File: config.mk
export PLATFORM = sky130hd
export DESIGN_NAME = data_mem_responder
export DESIGN_NICKNAME = d
export VERILOG_FILES = /design/src/rtl/data_mem_responder.sv
export SDC_FILE = /design/constraint.sdc
export NUM_CORES = 2
export LEC_CHECK = 0
export CELL_PAD_IN_SITES_DETAIL_PLACEMENT = 0
export CELL_PAD_IN_SITES_GLOBAL_PLACEMENT = 2
export CORE_ASPECT_RATIO = 1.25
export CORE_MARGIN = 2
export CORE_UTILIZATION = 52
export CTS_BUF_LIST = sky130_fd_sc_hd__clkbuf_16
export CTS_CLUSTER_DIAMETER = 80
export DETAILED_ROUTE_END_ITERATION = 6
export PLACE_DENSITY_LB_ADDON = 0.05
export SLEW_MARGIN = 5
export SYNTH_ARGS = -nofsm -noshare
export SYNTH_HDL_FRONTEND = slang
export SYNTH_SLANG_ARGS = --single-unit
File: constraint.sdc
create_clock -name clk -period 7.3 [get_ports clk]
set_clock_uncertainty 0.05 [all_clocks]
set_input_delay 1.46 -clock clk [delete_from_list [all_inputs] [get_ports clk]]
set_output_delay 1.46 -clock clk [all_outputs]
set_load 0.01 [all_outputs]
File: src/rtl/data_mem_responder.sv
// Word-addressed data RAM that answers read/write requests after a fixed,
// parameterised number of clock edges, signalling completion with a one-cycle ready pulse.
module data_mem_responder #(
  parameter int DEPTH   = 64,
  parameter int LATENCY = 2
) (
  input  logic        clk,
  input  logic        RST,
  input  logic        req,
  input  logic        we,
  input  logic [31:0] addr,
  input  logic [31:0] wdata,
  output logic [31:0] rdata,
  output logic        ready,
  output logic        busy,
  output logic        err
);

  localparam int AW = (DEPTH > 1) ? $clog2(DEPTH) : 1;

  typedef enum logic [1:0] {IDLE, WAIT, RESP} state_t;

  state_t      state, state_next;
  logic [3:0]  cnt, cnt_next;
  logic        lat_we;
  logic [31:0] lat_addr;
  logic [31:0] lat_wdata;
  logic        enter_resp;
  logic        bad_addr;
  logic [AW-1:0] word_idx;

  logic [31:0] mem [DEPTH];

  assign word_idx = lat_addr[AW+1:2];
  assign bad_addr = (lat_addr[1:0] != 2'b00) || (lat_addr[31:2] >= 30'(DEPTH));
  assign busy     = (state != IDLE);

  // WAIT counts down from LATENCY-1; the response is taken on the edge where it reaches zero,
  // which places the ready pulse exactly LATENCY edges after acceptance.
  always_comb begin
    state_next = state;
    cnt_next   = cnt;
    enter_resp = 1'b0;
    case (state)
      IDLE: begin
        if (req) begin
          state_next = WAIT;
          cnt_next   = 4'(LATENCY - 1);
        end
      end
      WAIT: begin
        if (cnt == 4'd0) begin
          state_next = RESP;
          enter_resp = 1'b1;
        end else begin
          cnt_next = cnt - 4'd1;
        end
      end
      RESP: state_next = IDLE;
      default: state_next = IDLE;
    endcase
  end

  always_ff @(posedge clk) begin
    if (!RST) begin
      state     <= IDLE;
      cnt       <= 4'd0;
      lat_we    <= 1'b0;
      lat_addr  <= 32'd0;
      lat_wdata <= 32'd0;
      ready     <= 1'b0;
      err       <= 1'b0;
      rdata     <= 32'd0;
    end else begin
      state <= state_next;
      cnt   <= cnt_next;
      if (state == IDLE && req) begin
        lat_we    <= we;
        lat_addr  <= addr;
        lat_wdata <= wdata;
      end
      ready <= enter_resp;
      err   <= enter_resp && bad_addr;
      rdata <= (enter_resp && !lat_we && !bad_addr) ? mem[word_idx] : 32'd0;
    end
  end

  // RAM contents survive reset; a reset on the commit edge suppresses the write.
  always_ff @(posedge clk) begin
    if (RST && enter_resp && lat_we && !bad_addr) begin
      mem[word_idx] <= lat_wdata;
    end
  end

endmodule
==> results.ini <==
[clock_network]
clk_latency_ns=0.84
cts_tree=built
cts-root-buf=clkbuf_16
post_cts.repair.setup_buffers=0
clock_path_buffers=3
clkTransAtPathRegs_ns=0.06
cts_max_level=4
cts-buffers-inserted=200
cts_hold_buf=0
cts.repair.resized=0
cts_sinks=2153

[power]
total_power_mw=25.37
powerDensity_nw_per_um2=276.5
p_leak_nw=29.32
ir_drop_mv=0.2706

[place]
routabilityCongestion=0.9643
dp_hpwl_um=147400
io_buffers=102

[timing]
setup_tns_ns=0
tightest_slew_ns=1.200
hold_viol_final=0
period_minus_slack_ns=4.213
relSlewSlack_pct=19.12
rsz0062_at_grt=false
fmax_mhz=237.3
report.final.slew_viol_count=0
period_share_pct=57.72
holdWs_ns=0.4089
setup_viol=0

[die]
core_um2=156300
rows=162
dieArea_um2=160800
die_w_um=359.1
initial_utilization_pct=52.43
pin_count=103
fp.dieH_um=447.8

[yosys]
synthTopCellsByArea=edfxtp_1 75%, mux2i_1 7.8%, dfxtp_1 2.6%
synth_top_area_share_pct=75.05
syn_nets=4758
synth_area_um2=81940
ys.flop_type=edfxtp_1
yosys_warnings=0
syn_avg_cell_area_um2=17.48
synth_most_common_cell=edfxtp_1
synthArstFlopShare_pct=0
synth_cell_types=50
yosysTopAreaCell=edfxtp_1
synth_seq_cells=2153
synthTopCellsByCount=2048 x edfxtp_1, 640 x mux2i_1, 250 x nor2_1, 220 x o22ai_1, 206 x o21ai_0
yosysSeqAreaShare_pct=77.62
synth-edff-count=2048
syn_inst=4688

[cells_and_area]
multi_input_area_um2=17440
area_growth_pct=11.97
nets=4856
seq_area_um2=63680
fill_cells=11770
drive_gt1_share_pct=11.70

[setup_path]
critPathMaxFanout=87
reg2reg_depth=5
worst_setup_path_end_kind=register
regToRegEndpoint=mem[61][19]
crit_arrival_ns=4.60
cp.required_ns=7.69
criticalPathCategory=reg -> reg
rrSetupSlack_ns=3.09
worstReg2RegStart=lat_addr[2]
critPathLaunchType=register

[flow_run]
cap_violations=0

[detailed_routing]
firstDrtPassIters=6
vias=44160
drt_wl_total_um=245500
routedWlPerCell_um=35.07
drc=0
ant_nets=0
vias_per_cell=6.308
drt_iter0_markers=5590

[grt]
use_met1_pct=40.14
gr-total-overflow=0
grt_pass1_wl_um=334500
track_usage_pct=30.39
gr-usage-met2_pct=49.26
antenna_found_initial=14
grt_max_degree=122
met3_usage_pct=4.878
grt_busiest_layer=met2
grt_pass1_vias=42360

[hold_path]
min_path_type=reg -> reg
hold_depth=2
hp-start=lat_wdata[23]
min_to=lat_wdata[23]

[status]
status=complete, no violations

[flip-flops by register name, indices dropped and copies added (netlist names)]
name       count
mem         2048
lat_addr      32
lat_wdata     32
rdata         32
cnt            4
state          2
err            1
lat_we         1
ready          1
[per-layer routing]
layer | wire length, um | share of wire [%] | up-vias
met5 | 11 | 0.0045 | -
met4 | 13840 | 5.6 | 2
met3 | 17640 | 7.2 | 373
met2 | 117600 | 48 | 1817
met1 | 96410 | 39 | 22880
li1 | - | - | 19080
[final cells by class]
type,instances,share of cell area [%]
flip-flops and latches,2153,69.40
multi-input cells,2221,19.01
clock buffers,205,5.591
well taps,2050,2.796
repair buffers,204,2.037
clock inverters,158,1.128
inverters,6,0.02727
diodes,3,0.008182
[worst max-delay path by stage]
stage	endpoint	startpoint	slack (ns)
final	mem[61][19]	lat_addr[2]	3.09
after global routing	mem[61][2]	lat_addr[2]	2.91
after CTS	mem[61][19]	lat_addr[2]	2.96
after detailed placement	mem[32][29]	RST	2.55
after global placement	mem[27][2]	RST	2.56
after floorplan	mem[62][0]	RST	3.26
[logic make-up (layout without fill, tap and decap cells)]
logic type / after synthesis / after routing / synth area share (%)
buffers and inverters: 314 / 573 / 1.774
AOI/OAI and AO/OA: 1010 / 1010 / 8.294
muxes: 733 / 733 / 9.921
other: 0 / 3 / 0
xor gates and xnor gates: 2 / 2 / 0.02138
and+or+nand+nor: 474 / 474 / 2.341
adders and majority gates: 2 / 2 / 0.03053
DFF: 2153 / 2153 / 77.62
[where the power goes]
group	switching, mW	leakage (nW)	internal [mW]
clock network	4.42	3.25	5.53
registers	0.162	20.8	13.6
logic	1.18	5.22	0.468
total	5.76	29.3	19.6
[stage by stage]
stage | std cells | cell area, um2 | util [%] | setup WS (ns)
final | 7000 | 91750 | 58.71 | 3.087
after global routing | 6997 | 91750 | 58.71 | 2.914
after CTS | 6997 | 91750 | 58.71 | 2.959
after detailed placement | 6634 | 85580 | 54.76 | 2.552
after global placement | 6634 | 85580 | 54.76 | 2.562
after floorplan | 4688 | 81940 | - | 3.265
[critical path: stages, from the launching register on]
cell	delay (ns)
dfxtp_4	0.66
nor2b_4	0.60
buf_4	0.88
nand4_1	0.31
buf_4	0.35
nor2_4	0.89
[cells in the final DEF, fill, tap and decap left out, types with 6 or more instances in the layout]
cell type and instances:
o22ai_1 220, o21ai_0 206, a21oi_1 104, nand2_1 164
nor2_1 185, mux2_2 33, o22a_1 8, dfxtp_1 70
dfxtp_2 22, a221oi_1 181, buf_12 7, a21boi_0 66
clkdlybuf4s50_1 101, a22oi_1 101, a31oi_1 70, inv_1 60
nor2_4 65, mux2i_1 640, dfxtp_4 13, clkbuf_16 205
buf_4 95, nor4_1 7, o2111a_1 28, a211oi_1 6
nor2b_1 7, bufinv_16 14, mux4_2 60, clkinv_1 46
clkinv_2 35, edfxtp_1 2048
No activity file was read; power rests on OpenSTA's default activity.
